<file path="config.mk">
export PLATFORM = sky130hd
export DESIGN_NAME = store_port_arbiter
export DESIGN_NICKNAME = d
export VERILOG_FILES = /design/src/rtl/store_port_arbiter_pkg.sv /design/src/rtl/store_port_rr_pick.sv /design/src/rtl/store_port_arbiter.sv
export SDC_FILE = /design/constraint.sdc
export NUM_CORES = 1
export LEC_CHECK = 0
export ABC_AREA = 1
export BUFFER_PORTS_ARGS = -buffer_cell sky130_fd_sc_hd__buf_2
export CORE_AREA = 2 2 157 159
export CTS_BUF_LIST = sky130_fd_sc_hd__clkbuf_4 sky130_fd_sc_hd__clkbuf_8
export DETAILED_ROUTE_END_ITERATION = 8
export DIE_AREA = 0 0 159 161
export SLEW_MARGIN = 20
export SYNTH_ARGS = -nofsm -noshare
export SYNTH_HDL_FRONTEND = slang
export SYNTH_HIERARCHICAL = 1
export SYNTH_SLANG_ARGS = --single-unit
</file>
<file path="constraint.sdc">
create_clock -name clk_i -period 1.95 [get_ports clk_i]
set_clock_uncertainty 0.05 [all_clocks]
set_input_delay 0.4875 -clock clk_i [delete_from_list [all_inputs] [get_ports clk_i]]
set_output_delay 0.4875 -clock clk_i [all_outputs]
set_load 0.01 [all_outputs]
</file>
<file path="src/rtl/store_port_arbiter_pkg.sv">
`default_nettype none
// ============================================================================
//  Module      : store_port_arbiter_pkg
//  Description : Shared types and helpers for the dcache store-port arbiter:
//                configuration record, FSM state enum, round-robin successor.
//  Revision    : 1.0 - initial release
// ============================================================================
package store_port_arbiter_pkg;

    // Minimal configuration record; only the address and data widths matter here
    typedef struct packed {
        int unsigned PLEN;
        int unsigned XLEN;
    } cva6_cfg_t;

    localparam cva6_cfg_t cva6_cfg_empty = '{PLEN: 32'd56, XLEN: 32'd64};

    localparam int unsigned c_MAX_PORTS = 8;

    typedef enum logic [0:0] {
        IDLE   = 1'b0,
        LOCKED = 1'b1
    } store_arb_state_e;

    // Next round-robin pointer after granting port idx out of n ports
    function automatic int rr_next(input int idx, input int n);
        return (idx + 1 >= n) ? 0 : idx + 1;
    endfunction

endpackage
`default_nettype wire

</file>
<file path="src/rtl/store_port_rr_pick.sv">
`default_nettype none
// ============================================================================
//  Module      : store_port_rr_pick
//  Description : Combinational rotating-priority picker. Returns the first
//                set request at or above the pointer, wrapping modulo the
//                port count.
//  Revision    : 1.0 - initial release
// ============================================================================
module store_port_rr_pick #(
    parameter int NR_PORTS = 2,
    parameter int IDX_W    = 1
) (
    input  logic [NR_PORTS-1:0] i_req,
    input  logic [IDX_W-1:0]    i_rr,
    output logic [IDX_W-1:0]    o_winner,
    output logic                o_valid
);

    int               w_cand;
    logic [IDX_W-1:0] w_cand_idx;

    // Walk offsets from farthest to nearest so the nearest set request wins last
    always_comb begin
        o_winner   = '0;
        o_valid    = 1'b0;
        w_cand     = 0;
        w_cand_idx = '0;
        for (int off = NR_PORTS - 1; off >= 0; off--) begin
            w_cand     = (int'(i_rr) + off) % NR_PORTS;
            w_cand_idx = w_cand[IDX_W-1:0];
            if (i_req[w_cand_idx]) begin
                o_winner = w_cand_idx;
                o_valid  = 1'b1;
            end
        end
    end

endmodule
`default_nettype wire

</file>
<file path="src/rtl/store_port_arbiter.sv">
`default_nettype none
// ============================================================================
//  Module      : store_port_arbiter
//  Description : Round-robin arbiter for the single dcache store port. A
//                transfer offered downstream without a grant is locked until
//                granted; hold_i blocks new arbitration only.
//  Revision    : 1.0 - initial release
// ============================================================================
module store_port_arbiter
    import store_port_arbiter_pkg::*;
#(
    parameter cva6_cfg_t CVA6Cfg = cva6_cfg_empty,
    parameter int        NrPorts = 2
) (
    input  logic                                  clk_i,
    input  logic                                  rst_i,
    input  logic                                  hold_i,
    input  logic [NrPorts-1:0]                    req_i,
    output logic [NrPorts-1:0]                    gnt_o,
    input  logic [NrPorts*CVA6Cfg.PLEN-1:0]       addr_i,
    input  logic [NrPorts*CVA6Cfg.XLEN-1:0]       data_i,
    input  logic [NrPorts*(CVA6Cfg.XLEN/8)-1:0]   be_i,
    input  logic [NrPorts*2-1:0]                  size_i,
    output logic                                  req_o,
    input  logic                                  gnt_i,
    output logic [CVA6Cfg.PLEN-1:0]               addr_o,
    output logic [CVA6Cfg.XLEN-1:0]               data_o,
    output logic [CVA6Cfg.XLEN/8-1:0]             be_o,
    output logic [1:0]                            size_o,
    output logic                                  idle_o
);

    localparam int c_PLEN  = int'(CVA6Cfg.PLEN);
    localparam int c_XLEN  = int'(CVA6Cfg.XLEN);
    localparam int c_BE    = c_XLEN / 8;
    localparam int c_IDX_W = (NrPorts > 1) ? $clog2(NrPorts) : 1;

    store_arb_state_e   r_state;
    logic [c_IDX_W-1:0] r_rr;
    logic [c_IDX_W-1:0] r_sel;

    logic [c_IDX_W-1:0] w_winner;
    logic               w_valid;
    logic               w_arb_fire;
    logic               w_req;
    logic [c_IDX_W-1:0] w_idx;
    logic [c_IDX_W-1:0] w_next_rr;
    logic [NrPorts-1:0] w_gnt_vec;

    store_port_rr_pick #(
        .NR_PORTS (NrPorts),
        .IDX_W    (c_IDX_W)
    ) u_pick (
        .i_req    (req_i),
        .i_rr     (r_rr),
        .o_winner (w_winner),
        .o_valid  (w_valid)
    );

    // Offer downstream: either the locked port, or a fresh winner when not held
    always_comb begin
        w_arb_fire = (r_state == IDLE) && !hold_i && w_valid;
        w_req      = !rst_i && ((r_state == LOCKED) || w_arb_fire);
        w_idx      = (r_state == LOCKED) ? r_sel : w_winner;
        w_next_rr  = c_IDX_W'(rr_next(int'(w_idx), NrPorts));
        w_gnt_vec  = '0;
        if (w_req && gnt_i) begin
            w_gnt_vec[w_idx] = 1'b1;
        end
    end

    // Payload mux; outputs read zero whenever nothing is offered
    always_comb begin
        addr_o = '0;
        data_o = '0;
        be_o   = '0;
        size_o = '0;
        if (w_req) begin
            addr_o = addr_i[int'(w_idx)*c_PLEN +: c_PLEN];
            data_o = data_i[int'(w_idx)*c_XLEN +: c_XLEN];
            be_o   = be_i[int'(w_idx)*c_BE +: c_BE];
            size_o = size_i[int'(w_idx)*2 +: 2];
        end
    end

    assign req_o  = w_req;
    assign gnt_o  = w_gnt_vec;
    assign idle_o = rst_i || ((r_state == IDLE) && !(|req_i));

    // Arbitration FSM with round-robin pointer and locked-port register
    always_ff @(posedge clk_i) begin
        if (rst_i) begin
            r_state <= IDLE;
            r_rr    <= '0;
            r_sel   <= '0;
        end else begin
            case (r_state)
                IDLE: begin
                    if (w_arb_fire) begin
                        if (gnt_i) begin
                            r_rr <= w_next_rr;
                        end else begin
                            r_sel   <= w_winner;
                            r_state <= LOCKED;
                        end
                    end
                end
                LOCKED: begin
                    if (gnt_i) begin
                        r_rr    <= w_next_rr;
                        r_state <= IDLE;
                    end
                end
                default: r_state <= IDLE;
            endcase
        end
    end

`ifndef SYNTHESIS
    a_gnt_onehot: assert property (@(posedge clk_i) $onehot0(gnt_o));

    a_payload_stable: assert property (@(posedge clk_i)
        (!rst_i && r_state == LOCKED && !gnt_i) |=>
        (rst_i || ($stable(addr_o) && $stable(data_o) && $stable(be_o) && $stable(size_o))));

    for (genvar k = 0; k < NrPorts; k++) begin : g_req_hold
        a_req_hold: assert property (@(posedge clk_i)
            (!rst_i && req_i[k] && !gnt_o[k]) |=> req_i[k]);
    end
`endif

endmodule
`default_nettype wire

</file>
**Word-level counts from Yosys, hierarchy flattened**

Index checks and enable logic that the tools add are counted.

- Bits in registers: 3
- Output and inout bits: 134
- Word-level logic and storage cells: 54

- $lt $le $gt $ge: 5
- Multipliers: 1
- Reduce and logical (&&, ||, !) cells: 13
- Multiplexer cells: 23
- Equality and inequality tests: 1
- $add $sub $neg: 2
- Shifts and indexed selects: 4
- Bitwise gates (word level): 2

Operator list:

| operator | number |
|---|---|
| $shiftx 128x8->64 | 1 |
| $shiftx 112x8->56 | 1 |
| $mux 64 | 1 |
| $mux 56 | 1 |
| $shiftx 16x5->8 | 1 |
| $mux 1 | 15 |
| $mux 8 | 1 |
| $logic_and 1x1->1 | 6 |
| $lt 1x2->1 const B | 3 |
| $mul 1x3->4 const B | 1 |
| $mux 2 | 2 |
| $pmux 1 s2 | 2 |
| $shiftx 4x3->2 | 1 |
| $logic_not 1->1 | 3 |
| $reduce_and 3->1 | 1 |
| $add 1x1->2 const B | 1 |
| $ge 2x2->1 const B | 1 |
| $logic_or 1x1->1 | 2 |
| $ne 2x2->1 const B | 1 |
| $not 1->1 | 2 |
| $reduce_or 2->1 | 1 |
| $add 1x1->1 const B | 1 |
| $demux 1 s1 | 1 |
| $ge 1x1->1 const B | 1 |

**Longest topological paths before layout**

Gate-level depths: netlist of run 1.

- Depth in word-level cells: 12
- Depth in mapped cells: 8
- Gate-level depth less buffers: 7

**By module**

Netlist of run 1, hierarchy kept.

By module, submodules not included:

| module | seq. area each (sq um) | area each (sq um) | times used | cells an instance |
|---|---|---|---|---|
| store_port_arbiter | 60.1 | 2272.2 | 1 | 481 |
| store_port_rr_pick | 0.0 | 18.8 | 1 | 4 |

**Worst setup path before layout of run 1**

OpenSTA, ideal clock, no wires.

- Path type: input -> output
- Start: input port req_i[0]
- End: output port addr_o[49]
- Arrival time: 1475 ps
- Slack: -63 ps
- Required time: 1412 ps
- Stages on the path: 7
- Path buffers: 2
- Cells stage by stage: or2_1 nand2_1 nand2_1 nand2_2 buf_6 clkbuf_1 a21oi_1

- Longest elaborated chain between the ends: 8

RTL lines:

| what | RTL line | text |
|---|---|---|
| start, declared | store_port_arbiter.sv:18 | `input logic [NrPorts-1:0] req_i,` |
| $mux 1 (not written as such) (2 in a row) | store_port_rr_pick.sv:31 | `if (i_req[w_cand_idx]) begin` |
| $mux 1 (2 in a row) | store_port_rr_pick.sv:31 |  |
| $mux 1 or $logic_and 1x1->1 (tied branches) | store_port_arbiter.sv:64, store_port_arbiter.sv:62 |  |
| $mul 1x3->4 or $logic_or 1x1->1 (tied branches) | store_port_arbiter.sv:79, store_port_arbiter.sv:63 |  |
| $shiftx 112x8->56 or $logic_and 1x1->1 (tied branches) | store_port_arbiter.sv:79, store_port_arbiter.sv:63 |  |
| $mux 56 * | store_port_arbiter.sv:78 | `if (w_req) begin` |
| end, declared | store_port_arbiter.sv:26 | `output logic [CVA6Cfg.PLEN-1:0] addr_o,` |

Mark *: on every way between the ends. The rest lies on a longest branch, timed or not. The select of a mux whose other input is x is not followed.

**Worst setup path after layout of run 1**

- Start: input port req_i[0]
- End: output port addr_o[55]

- Longest elaborated chain between the ends: 8

RTL lines:

| what | RTL line | text |
|---|---|---|
| $mux 1 (not written as such) (2 in a row) | store_port_rr_pick.sv:31 |  |
| $mux 1 | store_port_rr_pick.sv:31 |  |
| $mux 1 * | store_port_rr_pick.sv:31 |  |
| named net w_winner | store_port_arbiter.sv:42 | `logic [c_IDX_W-1:0] w_winner;` |
| $mux 1 * | store_port_arbiter.sv:64 | `w_idx = (r_state == LOCKED) ? r_sel : w_winner;` |
| $mul 1x3->4 * | store_port_arbiter.sv:79 | `addr_o = addr_i[int'(w_idx)*c_PLEN +: c_PLEN];` |
| $shiftx 112x8->56 * | store_port_arbiter.sv:79 |  |
| $mux 56 * | store_port_arbiter.sv:78 |  |

The timed path passes the listed nets; every way through them passes the cells marked *. The select of a mux whose other input is x is not followed.

==> impl_metrics.env, run 1 <==
export IMPL_synthTopCellsByCount="nand2_1, a21oi_1, nand3_1, buf_2, clkbuf_1"
export IMPL_num_vias=5485
export IMPL_antenna_found_initial=1
export IMPL_yosysMostFrequentCell="nand2_1"
export IMPL_nNetsFinal=1194
export IMPL_ir_drop_v=0.0001764
export IMPL_dr_wl_met2_um=12300
export IMPL_ys_seq_area_share_pct=2.622
export IMPL_crit_start="req_i[0]"
export IMPL_synth_area_leaders="a21oi_1, nand3_1, nand2_1"
export IMPL_drc_errors=0
export IMPL_max_freq_ghz=0.4246
export IMPL_cts_buffers=3
export IMPL_cp_start_kind="input port"
export IMPL_drv_slew=0
export IMPL_io_pins=400
export IMPL_core_area_um2=23960
export IMPL_clkTransAtPathRegs_ns=0.03
export IMPL_ctsRootBufferMaster="clkbuf_8"
export IMPL_ys_warn_count=6
export IMPL_synthesis_nets=751
export IMPL_layout_drive_gt1_share_pct=73.68
export IMPL_finalHoldViolCount=0
export IMPL_whs_path_depth=2
export IMPL_min_path_type="in2reg"
export IMPL_dieArea_um2=25600
export IMPL_violations="negative setup slack"
export IMPL_r2r_start="r_rr$_SDFFE_PP0P_"
export IMPL_port_buffers=399
export IMPL_die_width_um=159
export IMPL_synth_largest_area_cell="a21oi_1"
export IMPL_holdBufCountCts=0
export IMPL_h_tree_depth=1
export IMPL_worstRegToRegCells=12
export IMPL_cp_arrival_ns=1.82
export IMPL_hpwl_um=12430
export IMPL_wl_met1_um=9077
export IMPL_viasPerCell=4.377
export IMPL_grt_pass1_wl_um=30980
export IMPL_wl_um=23880
export IMPL_place_ws_ns=-0.5583
export IMPL_postPlaceCellArea_um2=4843
export IMPL_grt_pass1_vias=5224
export IMPL_ys_seq_elements=3
export IMPL_wl_per_cell_um=19.05
export IMPL_crit_type="in2out"
export IMPL_setup_violations=133
export IMPL_cts_buffer_depth=2
export IMPL_synth_async_reset_ratio_pct=0
export IMPL_drv_cap=0
export IMPL_clk_latency_ns=0.21
export IMPL_critPathCaptureType="output port"
export IMPL_fin_area_um2=7227
export IMPL_cp_max_fo=5
export IMPL_syn_to_final_growth_pct=215.5
export IMPL_worst_pin_slew_ns=0.2944
export IMPL_start_util_pct=9.560
export IMPL_grt_overflow=0
export IMPL_syn_area_um2=2291
export IMPL_synth_flop_cell="dfxtp_1"
export IMPL_hold_start="gnt_i"
export IMPL_cts_sinks=3
export IMPL_hold_ws_ns=0.4470
export IMPL_ant_nets=0
export IMPL_drt_iter0_drc=274
export IMPL_highest_layer="met4"
export IMPL_dr_pass1_iters=4
export IMPL_yosysTopAreaCellShare_pct=29.06
export IMPL_cts_tree="done"
export IMPL_gp_congestion=0.7826
export IMPL_rsz0062_at_grt="true"
export IMPL_die_height_um=161
export IMPL_synth_edf_count=0
export IMPL_outcome="finished, violations left"
export IMPL_synth_distinct_cells=15
export IMPL_syn_inst=485
export IMPL_setup_ws_ns=-0.4053
export IMPL_period_minus_slack_ns=2.355
export IMPL_tns_ns=-43.78
export IMPL_num_rows=57
export IMPL_grt_max_degree=59
export IMPL_synth_avg_cell_area_um2=4.724
export IMPL_finalPower_uw=2190
export IMPL_p_per_area_nw_per_um2=303.0
export IMPL_grtUsageTotal_pct=15.67
export IMPL_met3_length_um=1741
export IMPL_finalCritPeriodShare_pct=120.8
export IMPL_crit_required_ns=1.41
export IMPL_slew_limit_headroom_pct=80.37
export IMPL_leakagePower_uw=0.003827
## where the power goes
part / internal [uW] / switching (uW) / total [uW]
clock: 153 / 38.7 / 192
combinational: 965 / 962 / 1930
sequential: 66.2 / 4.29 / 70.5
## path summary, 6_finish.rpt
check	end	slack, ns
setup / recovery	addr_o[55]	-0.41
hold / removal	r_state$_SDFF_PP0_	0.45
setup reg to reg	r_rr$_SDFFE_PP0P_	0.36
hold reg to reg	r_rr$_SDFFE_PP0P_	0.49
## critical path, stage by stage
cell and delay [ns]:
buf_8 0.10, a21oi_4 0.15, buf_6 0.14, nand2_8 0.07, buf_12 0.14, nand2_8 0.09, buf_12 0.13, buf_12 0.11
nand2_1 0.06, a21oi_2 0.17, buf_2 0.16
## per-layer routing
metal  global-route usage, %  vias to the layer above
met3                   1.952                       48
li1                        -                     2565
met1                   18.55                     2513
met2                   29.76                      359
met4                   4.091                        0
met5                       0                        -
## per-stage QoR
step / cells / utilization [%]
4_1_cts: 1241 / 26.69
5_1_grt: 1252 / 30.15
6_report: 1253 / 30.16
3_5_place_dp: 1189 / 20.21
3_3_place_gp: 1189 / 20.21
2_1_floorplan: 485 / -
## cells in the final DEF (no fill, tap or decap), drive strengths merged
master	synthesis	routed
buf	39	484
nand2	142	143
a21oi	133	133
nand3	131	131
clkbuf	17	13
inv	11	11
nor2	7	7
dfxtp	3	3
diode	0	2
o31ai	1	1
or2	1	1
## flip-flops by register name, indices dropped and copies added (netlist names)
register  count
r_rr          1
r_sel         1
r_state       1
## layout make-up
cell class                 instances  area, um^2
clock buffer                       4       48.80
inverter                          11       43.79
timing repair buffer             493        3801
fill                            2570       16740
antenna                            2       5.005
multi-input combinational        416        2861
tap                              324       405.4
sequential                         3       61.31
## cells by family (layout without fill, tap and decap cells)
kind of cell | Yosys count | count (layout) | share of synthesized area [%]
simple gates | 281 | 282 | 53.74
compound gates | 134 | 134 | 29.38
buf+inv | 67 | 508 | 14.25
flops | 3 | 3 | 2.622
other cells | 0 | 2 | 0
## repair_timing
item,CTS,global route
cloned,26,10
pin swaps,22,57
setup buffers,22,5
setup endpoints to repair,133,133
gates resized for setup,143,162
Note: power is estimated with default switching activity, not from simulation.
==> inputs of run 2 (changes only) <==
--- a/config.mk
+++ b/config.mk
@@ -5,7 +5,6 @@
 export SDC_FILE = /design/constraint.sdc
 export NUM_CORES = 1
 export LEC_CHECK = 0
-export ABC_AREA = 1
 export BUFFER_PORTS_ARGS = -buffer_cell sky130_fd_sc_hd__buf_2
 export CORE_AREA = 2 2 157 159
 export CTS_BUF_LIST = sky130_fd_sc_hd__clkbuf_4 sky130_fd_sc_hd__clkbuf_8
==> run 2 against run 1 <==
Net effect: the flow still finishes with violations (negative setup slack); sequential share of layout area rose by 0.15 points; final area fell by 13%; non-clock buffer count fell by 21; clock power barely moved; setup slack improved by 0.051 ns; die area did not move; maximum frequency rose by 2.2%; critical path type unchanged; largest cell class unchanged; largest power group unchanged.
==> impl_metrics.env, run 2 <==
export IMPL_outcome="finished, violations left"
export IMPL_violations="negative setup slack"
export IMPL_crit_required_ns=1.41
export IMPL_wl_per_cell_um=16.73
export IMPL_nNetsFinal=1156
export IMPL_cp_max_fo=8
export IMPL_clkTransAtPathRegs_ns=0.03
export IMPL_synth_avg_cell_area_um2=4.539
export IMPL_syn_inst=457
export IMPL_r2r_end="r_rr$_SDFFE_PP0P_"
export IMPL_io_pins=400
export IMPL_critPathCaptureType="output port"
export IMPL_yosysMostFrequentCell="nand2_1"
export IMPL_cp_arrival_ns=1.77
export IMPL_nFillCells=2640
export IMPL_grt_max_degree=49
export IMPL_dr_pass1_iters=5
export IMPL_synth_distinct_cells=22
export IMPL_holdBufCountCts=0
export IMPL_core_area_um2=23960
export IMPL_ys_seq_area_share_pct=2.895
export IMPL_grtUsageTotal_pct=12.51
export IMPL_die_height_um=161
export IMPL_ctsRootBufferMaster="clkbuf_8"
export IMPL_drv_slew=0
export IMPL_h_tree_depth=1
export IMPL_period_minus_slack_ns=2.304
export IMPL_ir_drop_v=0.0001273
export IMPL_postPlaceCellArea_um2=4723
export IMPL_cts_sinks=3
export IMPL_syn_to_final_growth_pct=201.4
export IMPL_layout_common_cells="buf_2, nand2_1, a21oi_2"
export IMPL_synthesis_nets=723
export IMPL_drv_cap=0
export IMPL_layout_drive_gt1_share_pct=69.74
export IMPL_r2r_start="r_rr$_SDFFE_PP0P_"
export IMPL_ys_seq_elements=3
export IMPL_yosysTopAreaCellShare_pct=47.04
export IMPL_wl_um=20340
export IMPL_viasPerCell=4.101
export IMPL_highest_layer="met5"
export IMPL_rsz0062_at_grt="true"
export IMPL_ant_nets=0
export IMPL_p_per_area_nw_per_um2=304.2
export IMPL_synth_async_reset_ratio_pct=0
export IMPL_drc_errors=0
export IMPL_slowest_delay_ns=0.23
export IMPL_met3_length_um=2001
export IMPL_grt_overflow=0
export IMPL_r2r_setup_slack_ns=0.38
export IMPL_max_freq_ghz=0.4340
export IMPL_clk_latency_ns=0.21
export IMPL_hpwl_um=13700
export IMPL_port_buffers=399
export IMPL_crit_chain="buf_8, or2_1, nor2b_4, o21bai_4, buf_12, buf_12, clkbuf_16, a21oi_2, buf_2"
export IMPL_dr_wl_met2_um=10070
export IMPL_die_width_um=159
export IMPL_synth_largest_area_cell="nand2_1"
export IMPL_post_route_util_pct=26.09
export IMPL_min_path_type="reg2reg"
export IMPL_drt_iter0_drc=342
export IMPL_cts_buffer_depth=2
export IMPL_slew_limit_headroom_pct=71.52
export IMPL_gp_congestion=0.8700
export IMPL_wl_met1_um=7775
export IMPL_critPathBufInv=5
export IMPL_setup_ws_ns=-0.3541
export IMPL_cp_start_kind="input port"
export IMPL_grt_pass1_vias=4468
export IMPL_crit_slowest_cell="or2_1"
export IMPL_setup_violations=133
export IMPL_crit_path_end="data_o[21]"
export IMPL_grt_pass1_wl_um=25110
export IMPL_num_rows=57
export IMPL_final_common_cell="buf_2"
export IMPL_num_vias=4987
export IMPL_worst_path_stages=9
export IMPL_dieArea_um2=25600
export IMPL_synth_flop_cell="dfxtp_1"
export IMPL_finalCritPeriodShare_pct=118.2
export IMPL_reg_top3="r_rr: 1 flops, r_sel: 1 flops, r_state: 1 flops"
export IMPL_cts_buffers=3
export IMPL_cp_top_family="buffers and inverters"
export IMPL_ys_warn_count=6
export IMPL_synth_edf_count=0
export IMPL_worstRegToRegCells=7
export IMPL_syn_area_um2=2074
export IMPL_crit_start="req_i[0]"
export IMPL_path_common_cell="buf_12"
export IMPL_synthTopCellsByCount="nand2_1, a21oi_1, buf_2, clkbuf_1, buf_6"
export IMPL_cts_tree="done"
export IMPL_fin_area_um2=6252
export IMPL_leakagePower_uw=0.003323
export IMPL_finalHoldViolCount=0
export IMPL_synth_area_leaders="nand2_1, a21oi_1, buf_2"
export IMPL_crit_type="in2out"
export IMPL_worst_pin_slew_ns=0.4212
export IMPL_antenna_found_initial=5
export IMPL_start_util_pct=8.657
==> run 2: changes by cell type in the layout (fill, tap and decap cells not counted), moves of 6 or more <==
cell and change:
buf_12 -8, buf_2 -9, nand2_2 +11, buf_6 +6, nand3_2 -36, nand3_4 -8
buf_16 -15, nand2_1 +123, nand3_1 -87, nand2_4 -12, a21oi_4 +6
==> run 2: worst reg2reg max path, delay by kind of cell, from the launching register on <==
family                 cells  cell delay [ns]
AO/OA/AOI/OAI              2             0.26
multiplexers               1             0.32
buffers and inverters      4             0.54
flip-flops                 1             0.31
==> run 2: routing by layer <==
layer	up-vias	track usage, %
met4	2	2.397
met5	-	0
met3	29	3.184
met1	2256	14.42
met2	349	23.40
li1	2351	-
==> run 2: area by class of cell <==
type / count / area [um^2] / area share (%)
Inverter: 3 / 11.26 / 0.1801
Multi-Input combinational cell: 407 / 2394 / 38.28
Tap cell: 324 / 405.4 / 6.484
Clock buffer: 4 / 48.80 / 0.7805
Timing Repair Buffer: 472 / 3323 / 53.15
Sequential cell: 3 / 62.56 / 1.001
Antenna cell: 3 / 7.507 / 0.1201
==> run 2: how the worst min path moves through the flow <==
stage,start,end,slack (ns),cells past startpoint
2_1_floorplan,r_rr$_SDFFE_PP0P_,r_rr$_SDFFE_PP0P_,0.42,2
3_3_place_gp,r_rr$_SDFFE_PP0P_,r_rr$_SDFFE_PP0P_,0.44,2
3_5_place_dp,r_rr$_SDFFE_PP0P_,r_rr$_SDFFE_PP0P_,0.44,2
4_1_cts,r_rr$_SDFFE_PP0P_,r_rr$_SDFFE_PP0P_,0.45,2
5_1_grt,gnt_i,r_state$_SDFF_PP0_,0.47,2
6_report,r_rr$_SDFFE_PP0P_,r_rr$_SDFFE_PP0P_,0.45,2
==> run 2: logic make-up after synthesis <==
logic type             share of synthesized area (%)
buffers and inverters                          11.82
muxes                                          2.292
DFF                                            2.895
and+or+nand+nor                                49.76
AOI/OAI and AO/OA                              33.23
==> run 2: power by group <==
group,internal [uW],switching [uW]
logic,808,831
registers,65.6,3.72
clock network,153,40.1
==> run 2: metrics by stage <==
stage / hold slack, ns / total power [uW] / std cells / TNS, ns / setup WS, ns
2_1_floorplan: 0.4187 / 599.6 / 457 / -6.882 / -0.06128
3_3_place_gp: 0.4367 / 1182 / 1163 / -41.52 / -0.4933
3_5_place_dp: 0.4441 / 1180 / 1163 / -42.28 / -0.5081
4_1_cts: 0.4537 / 1579 / 1180 / -39.40 / -0.3567
5_1_grt: 0.4667 / 2024 / 1214 / -48.66 / -0.4237
6_report: 0.4451 / 1902 / 1216 / -40.27 / -0.3541
==> run 2: timing repair <==
action | in CTS | in global routing
endpoints found under the setup margin | 133 | 133
gates resized for setup | 101 | 112
setup buffers | 7 | 18
cloned | 6 | 18
pin swaps | 6 | 39
==> inputs of run 3 (changes only) <==
--- a/config.mk
+++ b/config.mk
@@ -7,7 +7,7 @@
 export LEC_CHECK = 0
 export BUFFER_PORTS_ARGS = -buffer_cell sky130_fd_sc_hd__buf_2
 export CORE_AREA = 2 2 157 159
-export CTS_BUF_LIST = sky130_fd_sc_hd__clkbuf_4 sky130_fd_sc_hd__clkbuf_8
+export CTS_BUF_LIST = sky130_fd_sc_hd__clkbuf_8
 export DETAILED_ROUTE_END_ITERATION = 8
 export DIE_AREA = 0 0 159 161
 export SLEW_MARGIN = 20
==> run 3 against run 2 <==
Net effect: the run still ends with negative setup slack left; maximum frequency fell by 0.14%; utilization barely moved; wire length grew 0.21%; global-route usage stayed put; setup slack lost 0.0033 ns; final area hardly changed.
==> impl_metrics.env, run 3 (same netlist as run 2, synthesis figures left out) <==
export IMPL_slowest_delay_ns=0.23
export IMPL_wl_per_cell_um=16.76
export IMPL_drv_slew=0
export IMPL_clk_latency_ns=0.21
export IMPL_antenna_found_initial=5
export IMPL_final_common_cell="buf_2"
export IMPL_grt_max_degree=49
export IMPL_drc_errors=0
export IMPL_dieArea_um2=25600
export IMPL_wl_um=20380
export IMPL_finalNonFillerCells=1216
export IMPL_core_area_um2=23960
export IMPL_setup_violations=133
export IMPL_grt_pass1_vias=4468
export IMPL_io_pins=400
export IMPL_syn_to_final_growth_pct=201.2
export IMPL_cts_buffer_depth=2
export IMPL_outcome="finished, violations left"
export IMPL_gp_congestion=0.8700
export IMPL_cts_sinks=3
export IMPL_path_common_cell="buf_12"
export IMPL_max_freq_ghz=0.4334
export IMPL_period_minus_slack_ns=2.307
export IMPL_drt_iter0_drc=348
export IMPL_viasPerCell=4.096
export IMPL_die_height_um=161
export IMPL_dr_pass1_iters=5
export IMPL_num_rows=57
export IMPL_grtUsageTotal_pct=12.51
export IMPL_ctsRootBufferMaster="clkbuf_8"
export IMPL_leakagePower_uw=0.003324
export IMPL_cts_tree="done"
export IMPL_grt_pass1_wl_um=25110
export IMPL_cp_max_fo=8
export IMPL_num_vias=4981
export IMPL_setup_ws_ns=-0.3574
export IMPL_layout_drive_gt1_share_pct=69.63
export IMPL_min_path_type="reg2reg"
export IMPL_worst_pin_slew_ns=0.4225
export IMPL_placed_cells=1163
export IMPL_port_buffers=399
export IMPL_layout_common_cells="buf_2, nand2_1, a21oi_2"
export IMPL_slew_limit_headroom_pct=71.43
export IMPL_drv_cap=0
export IMPL_clkTransAtPathRegs_ns=0.03
export IMPL_critPathBufInv=5
export IMPL_finalCritPeriodShare_pct=118.3
export IMPL_hpwl_um=13700
export IMPL_hold_ws_ns=0.4452
export IMPL_cp_top_family="buffers and inverters"
export IMPL_place_ws_ns=-0.5081
export IMPL_nNetsFinal=1156
export IMPL_crit_chain="buf_8, or2_1, nor2b_4, o21bai_4, buf_12, buf_12, clkbuf_16, a21oi_2, buf_2"
export IMPL_ant_nets=0
export IMPL_crit_type="in2out"
export IMPL_start_util_pct=8.657
export IMPL_rsz0062_at_grt="true"
export IMPL_ir_drop_v=0.0001273
export IMPL_violations="negative setup slack"
export IMPL_die_width_um=159
export IMPL_critPathCaptureType="output port"
export IMPL_cts_buffers=3
export IMPL_cp_start_kind="input port"
export IMPL_finalPower_uw=1884
export IMPL_crit_required_ns=1.41
export IMPL_cp_arrival_ns=1.77
export IMPL_p_per_area_nw_per_um2=301.6
export IMPL_post_route_util_pct=26.08
export IMPL_reg_top3="r_rr: 1 flops, r_sel: 1 flops, r_state: 1 flops"
export IMPL_holdBufCountCts=0
export IMPL_crit_slowest_cell="or2_1"
export IMPL_grt_overflow=0
export IMPL_finalHoldViolCount=0
export IMPL_h_tree_depth=1
run 3: area by class of cell:
class	instances	area (um^2)
multi-input combinational	407	2394
clock inverter	1	3.754
inverter	3	11.26
fill	2639	17710
timing repair buffer	472	3323
antenna	3	7.507
sequential	3	62.56
tap	324	405.4
clock buffer	3	41.29
run 3: worst reg2reg max path, cell delays in order, from the launching register on:
cell	delay (ns)
dfxtp_2	0.31
inv_2	0.07
a21boi_4	0.07
mux2_4	0.33
buf_6	0.16
clkbuf_16	0.16
buf_4	0.14
o32ai_2	0.18
run 3: worst paths after layout:
path / start / endpoint / slack [ns] / depth (start not counted)
min: r_rr$_SDFFE_PP0P_ / r_rr$_SDFFE_PP0P_ / 0.45 / 2
max: req_i[0] / data_o[21] / -0.36 / 9
max reg2reg: r_rr$_SDFFE_PP0P_ / r_rr$_SDFFE_PP0P_ / 0.38 / 7
min reg2reg: r_rr$_SDFFE_PP0P_ / r_rr$_SDFFE_PP0P_ / 0.45 / 2
run 3: report_power, final:
part	switching, uW	internal [uW]	leakage [uW]	total, uW
logic	832	808	0.00327	1640
registers	3.72	65.6	0.0000253	69.3
clock network	40.5	134	0.0000269	174
run 3: through the flow:
stage               TNS [ns]  instance area [um^2]
detailed placement    -42.28                  4723
global route          -48.71                  6243
CTS                   -39.40                  5333
finish                -40.61                  6248
global placement      -41.52                  4723
floorplan             -6.882                  2242
run 3: timing repair:
action / 4_1_cts / 5_1_grt
setup endpoints to repair: 133 / 133
setup buffers: 7 / 18
pin swaps: 6 / 39
cloned: 6 / 18
gates resized for setup: 101 / 112
run 3: metal layers:
metal,GRT usage (%),wire (um),up-vias
li1,-,-,2348
met1,14.42,7857,2252
met2,23.40,10110,346
met3,3.184,1910,33
met4,2.397,486,2
met5,0,13,-
